===== src/rtl/apb_slave_regs.sv =====
// APB3 completer with a NUM_REGS x DATA_W register bank, programmable wait states and error responses.
// Optional byte strobes are enabled with `define APB_SLV_PSTRB_EN.
//
// state     | meaning
// ST_IDLE   | waiting for a setup phase (PSEL=1, PENABLE=0)
// ST_ACCESS | transfer captured; counting wait states, then completing
module apb_slave_regs #(
  parameter int                ADDR_W      = 32,
  parameter int                DATA_W      = 32,
  parameter int                NUM_REGS    = 8,
  parameter int                WAIT_CYCLES = 0,
  parameter logic [DATA_W-1:0] RESET_VAL   = '0
) (
  input  logic              PCLK,
  input  logic              PRESETn,
  input  logic              PSEL,
  input  logic              PENABLE,
  input  logic              PWRITE,
  input  logic [ADDR_W-1:0] PADDR,
  input  logic [DATA_W-1:0] PWDATA,
`ifdef APB_SLV_PSTRB_EN
  input  logic [DATA_W/8-1:0] PSTRB,
`endif
  output logic              PREADY,
  output logic [DATA_W-1:0] PRDATA,
  output logic              PSLVERR
);

  localparam int IDX_W = $clog2(NUM_REGS);
  localparam int NB    = DATA_W / 8;

  localparam logic [0:0] ST_IDLE   = 1'b0;
  localparam logic [0:0] ST_ACCESS = 1'b1;

  localparam logic [ADDR_W-1:0] ADDR_LIMIT = ADDR_W'(NUM_REGS * 4);
  localparam logic [3:0]        WAIT_LD    = 4'(WAIT_CYCLES);

  logic [0:0]        state;
  logic [3:0]        cnt;
  logic [IDX_W-1:0]  cap_idx;
  logic              cap_write;
  logic              cap_err;
  logic [DATA_W-1:0] cap_wdata;
  logic [NB-1:0]     cap_strb;

  logic [DATA_W-1:0] regs [NUM_REGS];

  logic [IDX_W-1:0]  setup_idx;
  logic [IDX_W-1:0]  rd_idx;
  logic [DATA_W-1:0] rd_word;
  logic              addr_ok;
  logic              setup_err;
  logic              rd_strb_err;
  logic [NB-1:0]     strb_in;
  logic              is_setup;
  logic              is_access;
  logic              xfer_done;
  logic              wr_commit;

`ifdef APB_SLV_PSTRB_EN
  assign strb_in     = PSTRB;
  assign rd_strb_err = !PWRITE && (PSTRB != '0);
`else
  assign strb_in     = '1;
  assign rd_strb_err = 1'b0;
`endif

  always_comb begin
    setup_idx = PADDR[IDX_W+1:2];
    addr_ok   = (PADDR[1:0] == 2'b00) && (PADDR < ADDR_LIMIT);
    setup_err = !addr_ok || rd_strb_err;
    is_setup  = PSEL && !PENABLE;
    is_access = PSEL && PENABLE;
    xfer_done = (state == ST_ACCESS) && is_access && PREADY;
    wr_commit = xfer_done && cap_write && !cap_err;
    // Zero-wait reads respond at the setup edge, before the index is captured.
    rd_idx    = (state == ST_IDLE) ? setup_idx : cap_idx;
    rd_word   = regs[rd_idx];
  end

  always_ff @(posedge PCLK or negedge PRESETn) begin
    if (!PRESETn) begin
      state     <= ST_IDLE;
      cnt       <= '0;
      cap_idx   <= '0;
      cap_write <= 1'b0;
      cap_err   <= 1'b0;
      cap_wdata <= '0;
      cap_strb  <= '0;
      PREADY    <= 1'b0;
      PRDATA    <= '0;
      PSLVERR   <= 1'b0;
    end else begin
      case (state)
        ST_IDLE: begin
          if (is_setup) begin
            state     <= ST_ACCESS;
            cnt       <= WAIT_LD;
            cap_idx   <= setup_idx;
            cap_write <= PWRITE;
            cap_err   <= setup_err;
            cap_wdata <= PWDATA;
            cap_strb  <= strb_in;
            if (WAIT_CYCLES == 0) begin
              PREADY  <= 1'b1;
              PSLVERR <= setup_err;
              PRDATA  <= (!PWRITE && !setup_err) ? rd_word : '0;
            end
          end
        end
        ST_ACCESS: begin
          if (!PSEL) begin
            // Master dropped PSEL mid-transfer: abandon it without writing.
            state   <= ST_IDLE;
            cnt     <= '0;
            PREADY  <= 1'b0;
            PRDATA  <= '0;
            PSLVERR <= 1'b0;
          end else if (PENABLE) begin
            if (PREADY) begin
              state   <= ST_IDLE;
              PREADY  <= 1'b0;
              PRDATA  <= '0;
              PSLVERR <= 1'b0;
            end else begin
              cnt <= cnt - 4'd1;
              if (cnt == 4'd1) begin
                PREADY  <= 1'b1;
                PSLVERR <= cap_err;
                PRDATA  <= (!cap_write && !cap_err) ? rd_word : '0;
              end
            end
          end
        end
        default: begin
          state   <= ST_IDLE;
          PREADY  <= 1'b0;
          PRDATA  <= '0;
          PSLVERR <= 1'b0;
        end
      endcase
    end
  end

  always_ff @(posedge PCLK or negedge PRESETn) begin
    if (!PRESETn) begin
      for (int i = 0; i < NUM_REGS; i++) regs[i] <= RESET_VAL;
    end else if (wr_commit) begin
      for (int b = 0; b < NB; b++) begin
        if (cap_strb[b]) regs[cap_idx][8*b +: 8] <= cap_wdata[8*b +: 8];
      end
    end
  end

endmodule


===== config.mk =====
export PLATFORM = sky130hd
export DESIGN_NAME = apb_slave_regs
export DESIGN_NICKNAME = d
export VERILOG_FILES = /design/src/rtl/apb_slave_regs.sv
export SDC_FILE = /design/constraint.sdc
export NUM_CORES = 1
export LEC_CHECK = 0
export CAP_MARGIN = 30
export CORE_ASPECT_RATIO = 1.4
export CORE_MARGIN = 2
export CORE_UTILIZATION = 40
export DETAILED_ROUTE_END_ITERATION = 10
export GPL_ROUTABILITY_DRIVEN = 0
export GPL_TIMING_DRIVEN = 0
export PLACE_DENSITY = 0.65
export SYNTH_ARGS = -nofsm -noshare
export SYNTH_HDL_FRONTEND = slang
export SYNTH_SLANG_ARGS = --single-unit

===== constraint.sdc =====
create_clock -name PCLK -period 2.1 [get_ports PCLK]
set_input_delay 0.42 -clock PCLK [delete_from_list [all_inputs] [get_ports PCLK]]
set_output_delay 0.42 -clock PCLK [all_outputs]
set_load 0.03 [all_outputs]

==> out/qor.csv <==
metric,value,unit
status,finished with violations,
failing checks,negative hold slack,
clock sinks,333,
post-synth cell types,46,
Yosys top cell area share,54.6,%
first-pass GRT wire length,61.9,mm
Critical Path AT,2450,ps
Clock Root Buffer,clkbuf_16,
largest net degree at the start of global routing,115,
core box area,0.0376,sq mm
die width,169,um
Reg2Reg Depth,5,
CTS Buffer Depth,3,
Critical Path End Type,register,
via-per-instance ratio,5.29,
Layout area overhead,20.9,%
WP data required,2510,ps
Port Buffers,102,
Leak,8.65,nW
Max Slew Vio Count,0,
cell count after synthesis,1269,
initial antenna violation count,0,
VDD IR max,413,uV
Final Worst Setup Slack,54.4,ps
Reg2Reg Launch Point,state,
ranking of synthesized cells by area,"dfrtp_1 (55%), mux2_4 (12%), mux2_2 (12%), nand2_1 (7.4%), nand3_1 (4.3%)",
TritonCTS Buffers,34,
Tot Pwr,14.9,mW
initial core utilization,40.6,%
Ys Warns,0,
Slowest cell on crit path,dfrtp_2,
CP Cell Sequence,"buf_6, clkinvlp_4, ha_1, clkbuf_2, mux2_2",
WL/cell,20.3,um
most frequent cell after synthesis,dfrtp_1,
fin crit period,2050,ps
vias in the first global route,10800,
clk_lat worst skew,530,ps
post-synthesis sequential area ratio,54.6,%
Slew headroom,59.9,%
Layout Skew,15.9,ps
Place WS,-1210,ps
"Net Count, Synth",1343,
Cell Rows,84,
CTS H-tree lvls,2,
ant diodes,0,
Detailed Place HPWL,25.7,mm
GRT Total Usage,19.9,%
Fin. Hold Viols,60,
WL final,38.9,mm
global route overflow,0,
CP Launch Type,register,
DRC viols,0,
crit path from,state,
Crit Path Class,reg -> reg,
"FF+latch count, synth",333,
io pins,103,
Hold Worst Slack,-140,ps
Worst Max-Slew Pin Slew,601,ps
Mean Syn Cell Area,12.0,sq um
final-stage net count,1495,
Reg2Reg Setup Slack,50,ps
Async SR Flop Fraction,100,%
Clock transition at path regs,60,ps
total number of vias,10200,
"antenna viol nets, final",0,
1st-iter DRT viols,692,
CTS tree,done,
"slowest stage delay, CP",460,ps
Max Cap Violations,0,
Setup-failing EPs final,0,
"EDFF count, synth",0,
fin crit share,97.4,%
fmax,0.489,GHz
PD cells,810,mW/mm^2
length of the first detailed-routing pass in iterations,7,
Chip Height,235,um
layout cells sized above 1,31.1,%
Hold Crit Class,in -> async,
Post-synth top cells,"dfrtp_1 (333), nand2_1 (301), mux2_2 (157)",
Synth area leader,dfrtp_1,
crit path max fanout,10,
post-synthesis cell area,0.0153,sq mm
"Top FF cell, synth",dfrtp_1,
die area,0.0398,sq mm
==> metal layers <==
metal  vias up  share of wire, %  wire length (um)  track usage [%]
met1      5172                42             16400             24.9
met4         0               3.3              1270             8.31
met2       226                51             19700             34.3
met5         -                 0                 0                0
met3        68               3.8              1500             2.91
li1       4684                 -                 -                -
==> placed cells by master, fill, tap and decap left out, drive strengths merged <==
master	count
nor4	8
nand2	302
a2bb2oi	1
a21o	1
nand3	133
a31oi	1
bufinv	5
o31ai	3
nor3	5
nand4	32
mux2	292
clkdlybuf4s50	100
nor3b	2
a32o	1
dlygate4sd2	1
ha	5
a21oi	2
nand2b	4
inv	6
o21ai	37
and2b	1
mux2i	2
or2	2
clkinvlp	3
and2	1
clkbuf	74
dfrtp	333
dlygate4sd3	2
o32ai	1
and4	1
buf	63
clkinv	6
a22o	1
nand3b	2
xnor2	1
nor2	11
==> logic make-up after synthesis <==
family	Yosys count	synth area share, %
buffers and inverters	84	3.36
xor gates and xnor gates	1	0.0574
and+or+nand+nor	504	15.2
DFF	333	54.6
AOI/OAI and AO/OA	48	1.83
adders and majority gates	5	0.410
muxes	294	24.6
==> sequential cells by signal (all words and copies together), names as in the netlist <==
name       flops
regs         256
PRDATA        32
cap_wdata     32
cnt            4
cap_idx        3
PREADY         1
PSLVERR        1
cap_err        1
cap_strb       1
cap_write      1
state          1
==> worst max-delay path: cells and delay by family, from the launching register on <==
kind	cells	cell delay [ps]
adder cells (fa/ha/maj)	1	360
buffers and inverters	3	730
flip-flops	1	460
multiplexers	1	380
==> final timing paths <==
check                                 to
setup / recovery           cap_wdata[14]
hold / removal                   regs[1]
setup reg to reg           cap_wdata[14]
hold reg to reg               PRDATA[28]
max in group asynchronous      regs[108]
min in group PCLK             PRDATA[28]
==> layout make-up <==
type,instances,area (sq um)
multi-input combinational,852,6510
clock buffer,46,977
clock inverter,14,204
timing repair buffer,116,1190
inverter,6,26.3
tap,473,592
fill,3347,19200
buffer,78,627
sequential,333,8330
==> power by group <==
| part | internal, mW | switching, mW | total (mW) | leakage, nW |
|---|---|---|---|---|
| Combinational | 0.598 | 0.946 | 1.54 | 3.51 |
| Sequential | 6.59 | 0.367 | 6.96 | 4.55 |
| Clock | 3.89 | 2.56 | 6.44 | 0.579 |
| Total | 11.1 | 3.87 | 14.9 | 8.65 |
==> timing repair <==
item                                    in CTS  in global routing
resized for setup                           36                 65
hold buffers                                 1                  2
pin swaps                                    1                  4
endpoints found under the setup margin     101                152
hold endpoints to repair                    12                  8
buffers inserted                             1                  8
==> stage by stage <==
stage	instances	TNS [ps]	area (sq um)	util, %
after floorplan	1269	0	15300	-
after global placement	1844	-4680920	16900	44.9
after detailed placement	1846	-169780	16900	45.0
after CTS	1908	0	18200	48.4
after global routing	1918	-145	18500	49.1
final	1918	0	18500	49.1
(Power assumes the default switching activity.)
